--- config.mk ---
export PLATFORM = sky130hd
export DESIGN_NAME = c6_seq_divider_flat
export DESIGN_NICKNAME = d
export VERILOG_FILES = /design/src/rtl/c6_seq_divider_if.sv /design/src/rtl/c6_seq_divider.sv /design/src/flat_wrapper.sv
export SDC_FILE = /design/constraint.sdc
export NUM_CORES = 1
export LEC_CHECK = 0
export ABC_AREA = 0
export BUFFER_PORTS_ARGS = -buffer_cell sky130_fd_sc_hd__buf_2
export CORE_ASPECT_RATIO = 2
export CORE_MARGIN = 4
export CORE_UTILIZATION = 58
export DETAILED_ROUTE_END_ITERATION = 8
export PLACE_DENSITY = 0.78
export SETUP_SLACK_MARGIN = 0.5
export SLEW_MARGIN = 20
export SYNTH_ARGS = -nofsm -noshare
export SYNTH_HDL_FRONTEND = slang
export SYNTH_SLANG_ARGS = --single-unit
--- constraint.sdc ---
create_clock -name clk -period 6.8 [get_ports clk]
set_clock_uncertainty 0.15 [all_clocks]
set_input_delay 2.04 -clock clk [delete_from_list [all_inputs] [get_ports clk]]
set_output_delay 2.04 -clock clk [all_outputs]
set_load 0.1 [all_outputs]
--- src/rtl/c6_seq_divider_if.sv ---
// Handshake and operand/result bundle for the c6 sequential divider.
// The master side issues requests; the slave side is the divider.
interface c6_seq_divider_if #(
    parameter int WIDTH = 8
);
    logic             start;
    logic [WIDTH-1:0] dividend;
    logic [WIDTH-1:0] divisor;
    logic             busy;
    logic             done;
    logic [WIDTH-1:0] quotient;
    logic [WIDTH-1:0] remainder;
    logic             div_by_zero;

    modport master (
        output start, dividend, divisor,
        input  busy, done, quotient, remainder, div_by_zero
    );

    modport slave (
        input  start, dividend, divisor,
        output busy, done, quotient, remainder, div_by_zero
    );
endinterface

--- src/rtl/c6_seq_divider.sv ---
// Unsigned restoring divider producing one quotient bit per clock, MSB first.
// Results are held from one done pulse to the next; a zero divisor finishes in one cycle.
module c6_seq_divider #(
    parameter int WIDTH = 8
) (
    input  logic            clk,
    input  logic            rst_n,
    c6_seq_divider_if.slave bus
);
    localparam int CW = $clog2(WIDTH + 1);

    typedef enum logic [1:0] {
        IDLE = 2'd0,
        RUN  = 2'd1,
        DONE = 2'd2
    } state_t;

    state_t           state_r;
    state_t           state_next_s;
    logic [CW-1:0]    cnt_r;
    logic [WIDTH:0]   prem_r;
    logic [WIDTH-1:0] dvd_r;
    logic [WIDTH-1:0] dvs_r;
    logic [WIDTH-1:0] quot_r;
    logic [WIDTH-1:0] rem_r;
    logic             busy_r;
    logic             done_r;
    logic             dbz_r;

    logic             accept_s;
    logic             zero_div_s;
    logic             last_iter_s;
    logic             qbit_s;
    logic [WIDTH:0]   shifted_s;
    logic [WIDTH:0]   trial_s;
    logic [WIDTH:0]   prem_next_s;
    logic [WIDTH-1:0] quot_next_s;

    // One restoring step plus next-state selection
    always_comb begin
        accept_s     = bus.start && (state_r != RUN);
        zero_div_s   = (bus.divisor == {WIDTH{1'b0}});
        last_iter_s  = (cnt_r == CW'(1));
        // The partial remainder never exceeds the divisor, so dropping its top bit on shift is lossless
        shifted_s    = (prem_r << 1) | {{WIDTH{1'b0}}, dvd_r[WIDTH-1]};
        trial_s      = shifted_s - {1'b0, dvs_r};
        qbit_s       = (shifted_s >= {1'b0, dvs_r});
        prem_next_s  = qbit_s ? trial_s : shifted_s;
        quot_next_s  = {dvd_r[WIDTH-2:0], qbit_s};
        state_next_s = state_r;
        case (state_r)
            IDLE, DONE: begin
                if (accept_s) begin
                    state_next_s = zero_div_s ? DONE : RUN;
                end else begin
                    state_next_s = IDLE;
                end
            end
            RUN: begin
                if (last_iter_s) begin
                    state_next_s = DONE;
                end else begin
                    state_next_s = RUN;
                end
            end
            default: state_next_s = IDLE;
        endcase
    end

    // State register and registered status flags
    always_ff @(posedge clk or negedge rst_n) begin
        if (!rst_n) begin
            state_r <= IDLE;
            busy_r  <= 1'b0;
            done_r  <= 1'b0;
        end else begin
            state_r <= state_next_s;
            busy_r  <= (state_next_s == RUN);
            done_r  <= (state_next_s == DONE);
        end
    end

    // Operand capture, iteration datapath and held results
    always_ff @(posedge clk or negedge rst_n) begin
        if (!rst_n) begin
            cnt_r  <= {CW{1'b0}};
            prem_r <= {(WIDTH + 1){1'b0}};
            dvd_r  <= {WIDTH{1'b0}};
            dvs_r  <= {WIDTH{1'b0}};
            quot_r <= {WIDTH{1'b0}};
            rem_r  <= {WIDTH{1'b0}};
            dbz_r  <= 1'b0;
        end else if (accept_s) begin
            dvd_r  <= bus.dividend;
            dvs_r  <= bus.divisor;
            prem_r <= {(WIDTH + 1){1'b0}};
            if (zero_div_s) begin
                cnt_r  <= {CW{1'b0}};
                quot_r <= {WIDTH{1'b1}};
                rem_r  <= bus.dividend;
                dbz_r  <= 1'b1;
            end else begin
                cnt_r  <= CW'(WIDTH);
            end
        end else if (state_r == RUN) begin
            dvd_r  <= quot_next_s;
            prem_r <= prem_next_s;
            cnt_r  <= cnt_r - CW'(1);
            if (last_iter_s) begin
                quot_r <= quot_next_s;
                rem_r  <= prem_next_s[WIDTH-1:0];
                dbz_r  <= 1'b0;
            end
        end
    end

    assign bus.busy        = busy_r;
    assign bus.done        = done_r;
    assign bus.quotient    = quot_r;
    assign bus.remainder   = rem_r;
    assign bus.div_by_zero = dbz_r;
endmodule

--- src/flat_wrapper.sv ---
// flat-port wrapper written by rule: the top's interface ports become plain ports
module c6_seq_divider_flat 
#(
    parameter int WIDTH = 8
)
  (clk, rst_n, bus_start, bus_dividend, bus_divisor, bus_busy, bus_done, bus_quotient, bus_remainder, bus_div_by_zero);
  c6_seq_divider_if #(.WIDTH(WIDTH)) bus_i ();
  input  logic clk;
  input  logic rst_n;
  input wire logic [$bits(bus_i.start)-1:0] bus_start;
  input wire logic [$bits(bus_i.dividend)-1:0] bus_dividend;
  input wire logic [$bits(bus_i.divisor)-1:0] bus_divisor;
  output wire logic [$bits(bus_i.busy)-1:0] bus_busy;
  output wire logic [$bits(bus_i.done)-1:0] bus_done;
  output wire logic [$bits(bus_i.quotient)-1:0] bus_quotient;
  output wire logic [$bits(bus_i.remainder)-1:0] bus_remainder;
  output wire logic [$bits(bus_i.div_by_zero)-1:0] bus_div_by_zero;
  assign bus_i.start = bus_start;
  assign bus_i.dividend = bus_dividend;
  assign bus_i.divisor = bus_divisor;
  assign bus_busy = bus_i.busy;
  assign bus_done = bus_i.done;
  assign bus_quotient = bus_i.quotient;
  assign bus_remainder = bus_i.remainder;
  assign bus_div_by_zero = bus_i.div_by_zero;
  c6_seq_divider #(.WIDTH(WIDTH)) u_core (.clk(clk), .rst_n(rst_n), .bus(bus_i));
endmodule
# Word-level counts from Yosys, hierarchy flattened
# Index checks and enable logic that the tools add are counted.
[classes]
eq_ne = 7
n_reduce_logical = 7
muxes = 24
n_lt_le_gt_ge = 1
bitwise_logic = 1
addsub = 2
[op_table]
columns = ["operator", "count"]
rows = [
  ["8-bit 2-to-1 mux", 13],
  ["4-bit 2-to-1 mux", 3],
  ["9-bit by 8-bit >= comparator with 1-bit output", 1],
  ["9-bit by 1-bit OR with 9-bit output", 1],
  ["8-bit logical NOT", 1],
  ["8-bit subtractor", 1],
  ["2-bit 2-to-1 mux", 3],
  ["2-bit by 1-bit == test with 1-bit output, second input constant", 2],
  ["2-bit == test, second input constant", 2],
  ["4-bit by 1-bit == test with 1-bit output, second input constant", 1],
  ["1-bit 2-to-1 mux", 4],
  ["2-bit case mux with 2 select lines", 1],
  ["2-bit nonzero test", 2],
  ["4-bit by 1-bit subtractor with 4-bit output, second input constant", 1],
  ["3-bit AND reduction", 1],
  ["2-bit logical NOT", 1],
  ["2-bit by 1-bit != test with 1-bit output, second input constant", 1],
  ["2-bit != test, second input constant", 1],
  ["2-bit OR reduction", 1],
  ["1-bit logical AND", 1],
]
[word_totals]
reg_bits = 49
out_inout_bits = 19

# Longest topological paths before layout
[logic_depth]
ltp_word = 6
ltp_mapped = 8

# Worst setup path after synthesis
# Ideal clock, no wire load.
[synth_timing]
kind = "input -> register"
from = "input bus_divisor[5]"
to = "register u_core.rem_r[1], in the netlist u_core.bus.remainder[1]"
slack_ns = 2.973
t_arrival_ns = 3.554
required_ns = 6.526
cell_stages = 6
path_cell_list = "or4_4 -> or4_4 -> buf_6 -> and3_2 -> a21oi_1 -> o21ai_1"
[synth_between]
elab_chain_len = 3
[synth_lines]
columns = ["item", "line", "rtl"]
rows = [
  ["from (decl)", "flat_wrapper.sv:12", "input wire logic [$bits(bus_i.divisor)-1:0] bus_divisor;"],
  ["8-bit logical NOT", "c6_seq_divider.sv:42", "zero_div_s = (bus.divisor == {WIDTH{1'b0}});"],
  ["2-bit != test (no source line)", "--", ""],
  ["3-bit AND reduction (no source line)", "--", ""],
  ["to (signal assigned)", "c6_seq_divider.sv:91", "rem_r <= {WIDTH{1'b0}};"],
  ["to (signal assigned)", "c6_seq_divider.sv:100", "rem_r <= bus.dividend;"],
  ["to (signal assigned)", "c6_seq_divider.sv:111", "rem_r <= prem_next_s[WIDTH-1:0];"],
  ["to (decl)", "c6_seq_divider.sv:25", "logic [WIDTH-1:0] rem_r;"],
]
# No other way between the ends.
# A chain may end at the register's enable or synchronous reset.

# Worst setup path in the final report
[layout_timing]
from = "input bus_start"
to = "register u_core.rem_r[0], in the netlist u_core.bus.remainder[0]"
[layout_between]
elab_chain_len = 3
word_cells_on_any_way = 6
[layout_lines]
columns = ["item", "line", "rtl"]
rows = [
  ["from (decl)", "flat_wrapper.sv:10", "input wire logic [$bits(bus_i.start)-1:0] bus_start;"],
  ["1-bit logical AND (*)", "c6_seq_divider.sv:41", "accept_s = bus.start && (state_r != RUN);"],
  ["2-bit != test (no source line) or 2-bit nonzero test (tied branches)", "--", ""],
  ["3-bit AND reduction (no source line)", "--", ""],
]
# Every way passes the cells marked *; elsewhere a longest branch is shown, timed or not.

==> impl.org <==
** GRT
- Entering global routing, the biggest net connects 50 pins.
- The number of antenna violations at the first check in global routing came to 0.
- The first global-routing pass estimated 9750 µm of wire.
- For this run the aggregate overflow at the end of global routing stands at 0.
- Number of global-route vias before repair :: 2,116
- For this run, the total global-route usage over all layers was measured as 23.8%.

** Synth
- EDFF count, synth :: 0
- Sequential area share after synthesis :: 47.8%
- Ys async rst share :: 100%
- Primary FF master, synth :: sky130_fd_sc_hd__dfrtp_1
- When the netlist entered floorplanning its net count stood at 296.
- Counting every instance in the synthesized netlist gives 266.
- The mapped netlist covers 0.00256 mm².
- The synthesized design contains 49 register bits.
- The netlist uses 44 different library cells.
- For this run, the number of Yosys warnings is 0.
- Dividing the synthesized area by the synthesized cell count gives 9.64 µm².

** Timing
- Setup violations remaining at the end of the flow were counted as 0.
- The final critical path takes up 54.5% of the cycle.
- Final hold vios :: 0
- Final Critical Period :: 3.70 ns
- The worst pin sits at a relative slew slack of 52.7%.
- Setup repair after global routing missed its margin :: no
- Number of pins exceeding their max-slew limit in the final report :: 0
- Based on the critical path, the design can be clocked at up to 270 MHz.
- Slew of the pin with the lowest slew margin :: 0.709 ns
- Total Negative Setup Slacks :: 0 ns

** Die
- Horizontal extent of the die :: 55.0 µm
- Area of the core region :: 0.00430 mm²
- For this configuration, the core starts out at a cell density of 59.7%.
- 38 I/O pins were placed.
- Chip height :: 102 µm
- Site Rows :: 34
- The floorplan step defined a die boundary enclosing 0.00561 mm².

** Cells and area
- Area Growth Syn to Fin :: 12.0%
- In the final layout, the share of cells above drive strength 1 is 21.0%.
- With fillers left out, the area of the finished cells amounts to 0.00287 mm².
- 0 antenna diodes ended up in the layout.
- Filler-free cell count of the finished design :: 354
- Post-layout net count :: 329

** Route
- The routed design has 6020 µm of wire.
- The detail route stage leaves a number of antenna-violating nets equal to 0.
- Dividing the detail-routed via count by the number of cells gives 5.87.
- Number of DRC markers after the initial detailed-route iteration :: 47
- In the final routed layout, each cell accounts on average for 17.0 µm.
- For this run, the detailed router's first-pass iteration total came to 5.
- Via count of the routed design :: 2,078
- After detailed routing, the number of remaining DRC violations is 0.

** Setup path
- The number of cells on the worst reg-to-reg path is 7.
- The worst setup path is captured at a register.
- Peak fanout along the critical path :: 12
- Data on the critical path is required at its endpoint by 6.84 ns.
- Kind of launch point of the worst setup path :: input port
- Data arrives at the worst endpoint at 3.74 ns.
- By startpoint and endpoint, the worst setup path is classified as in -> reg.

** Place
- Number of I/O port buffers :: 37
- Summed over all nets, the half-perimeter wirelength after detailed placement is 4550 µm.
- Post-Place Cell Area :: 0.00278 mm²
- The congestion estimate from routability-driven global placement came to 0.940.
- Post-Place Cells :: 346

** Clocking
- The tree is rooted in a sky130_fd_sc_hd__clkbuf_8.
- The clock reaches the later pin of the worst-skew pair after 0.30 ns.
- The clock drives 49 sinks.
- Setup bufs post-CTS :: 0
- In this run, post-CTS hold repair placed 0 buffers.
- In this run, CTS created clock tree buffers numbering 5.
- H-tree depth :: 2
- Clock transition at the registers of the reported paths :: 0.10 ns
- Once the clock tree was built, the resizer swapped 0 gates to a different size.
- CTS max path bufs :: 2
- Clock tree from TritonCTS :: done

** Hold path
- Worst Hold Depth :: 1
- Hold WC Path Type :: reg -> reg

** Run
- Number of violations of the max-capacitance limit :: 0

** Status
- The run finished with clean final reports.
==> per-layer routing <==
metal | up-vias | part of all wire [%] | track usage [%] | wire [µm]
li1 | 1009 | - | - | -
met1 | 1008 | 37 | 26.0 | 2240
met2 | 51 | 56 | 44.0 | 3400
met3 | 10 | 4.1 | 3.21 | 249
met4 | 0 | 2.2 | 8.61 | 133
met5 | - | 0 | 0 | 0
==> through the flow <==
stage / worst slack (ns) / hold WS [ns] / utilization, %
2_1_floorplan: 2.97 / 0.301 / -
3_3_place_gp: 2.79 / 0.319 / 64.8
3_5_place_dp: 2.78 / 0.325 / 64.8
4_1_cts: 3.10 / 0.344 / 66.8
5_1_grt: 2.96 / 0.373 / 66.8
6_report: 3.10 / 0.358 / 66.8
==> Yosys cell counts, types with 2 or more instances <==
cell                       instances  area share [%]
sky130_fd_sc_hd__a211oi_1          2            0.59
sky130_fd_sc_hd__nor2_1            8             1.2
sky130_fd_sc_hd__nand2b_1          3            0.73
sky130_fd_sc_hd__a31oi_1           4            0.98
sky130_fd_sc_hd__mux2i_1          12             4.7
sky130_fd_sc_hd__mux2_2           10             4.4
sky130_fd_sc_hd__nand3_1          11             2.1
sky130_fd_sc_hd__and3_2            2            0.59
sky130_fd_sc_hd__nor2b_1           5             1.2
sky130_fd_sc_hd__buf_2             2            0.39
sky130_fd_sc_hd__nor3b_1           2            0.59
sky130_fd_sc_hd__or3_1             2            0.49
sky130_fd_sc_hd__dfrtp_1          49              48
sky130_fd_sc_hd__nor3_1            2            0.39
sky130_fd_sc_hd__a21oi_1          13             2.5
sky130_fd_sc_hd__nor4_1            2            0.49
sky130_fd_sc_hd__o21ai_0          43             8.4
sky130_fd_sc_hd__o22ai_1           3            0.73
sky130_fd_sc_hd__o32ai_1           2            0.68
sky130_fd_sc_hd__ha_1             10             4.9
sky130_fd_sc_hd__or4_4             2            0.88
sky130_fd_sc_hd__nand2_1          30             4.4
sky130_fd_sc_hd__clkbuf_1         10             1.5
sky130_fd_sc_hd__and3_1            2            0.49
sky130_fd_sc_hd__inv_1            15             2.2
sky130_fd_sc_hd__and2_1            2            0.49
==> state kept, by name, summed over array words and instances (netlist names) <==
register and count:
u_core.bus.busy 1, u_core.bus.div_by_zero 1, u_core.bus.done 1, u_core.bus.quotient 8
u_core.bus.remainder 8, u_core.cnt_r 4, u_core.dvd_r 8, u_core.dvs_r 8
u_core.prem_r 8, u_core.state_r 2
==> cell families after synthesis <==
kind of cell | count (synthesis) | synth area share (%)
AO/OA/AOI/OAI | 77 | 17.1
buffers and inverters | 29 | 4.64
AND/OR/NAND/NOR | 76 | 15.0
flip-flops | 49 | 47.8
multiplexers | 22 | 9.08
adder cells (fa/ha/maj) | 11 | 5.66
XOR/XNOR | 2 | 0.683
==> critical path, cell delays in order <==
cell,delay [ns]
sky130_fd_sc_hd__buf_2,0.30
sky130_fd_sc_hd__inv_1,0.28
sky130_fd_sc_hd__or4_4,0.69
sky130_fd_sc_hd__and3_2,0.25
sky130_fd_sc_hd__a21oi_1,0.09
sky130_fd_sc_hd__o21ai_0,0.08
==> cell type report <==
cell class              count  area, µm²
fillers                   376       1430
flip-flops and latches     49       1230
multi-input cells         188       1220
repair buffers             40        208
clock buffers               6       72.6
well taps                  54       67.6
inverters                  15       56.3
clock inverters             2       15.0
==> final timing paths <==
path	from	to	slack, ns
hold / removal	u_core.cnt_r[3]$_DFFE_PN0P_	u_core.cnt_r[3]$_DFFE_PN0P_	0.36
min in group asynchronous	rst_n	u_core.bus.quotient[1]$_DFFE_PN0P_	1.68
setup reg to reg	u_core.cnt_r[1]$_DFFE_PN0P_	u_core.bus.remainder[6]$_DFFE_PN0P_	4.21
setup / recovery	bus_start	u_core.bus.remainder[0]$_DFFE_PN0P_	3.10
hold reg to reg	u_core.cnt_r[3]$_DFFE_PN0P_	u_core.cnt_r[3]$_DFFE_PN0P_	0.36
max in group asynchronous	rst_n	u_core.state_r[0]$_DFF_PN0_	4.40
==> cells in the final DEF, fill, tap and decap left out, types with 4 or more instances in the layout <==
cell type / instances
sky130_fd_sc_hd__a21oi_1: 13
sky130_fd_sc_hd__a31oi_1: 4
sky130_fd_sc_hd__buf_2: 37
sky130_fd_sc_hd__clkbuf_8: 5
sky130_fd_sc_hd__dfrtp_1: 49
sky130_fd_sc_hd__ha_1: 10
sky130_fd_sc_hd__inv_1: 15
sky130_fd_sc_hd__mux2_2: 10
sky130_fd_sc_hd__mux2i_1: 12
sky130_fd_sc_hd__nand2_1: 30
sky130_fd_sc_hd__nand3_1: 11
sky130_fd_sc_hd__nor2_1: 8
sky130_fd_sc_hd__nor2b_1: 5
sky130_fd_sc_hd__o21ai_0: 43
Power is left out: the tool's default activity adds up to more than one toggle a clock period on the data nets, which glitch-free logic cannot reach.
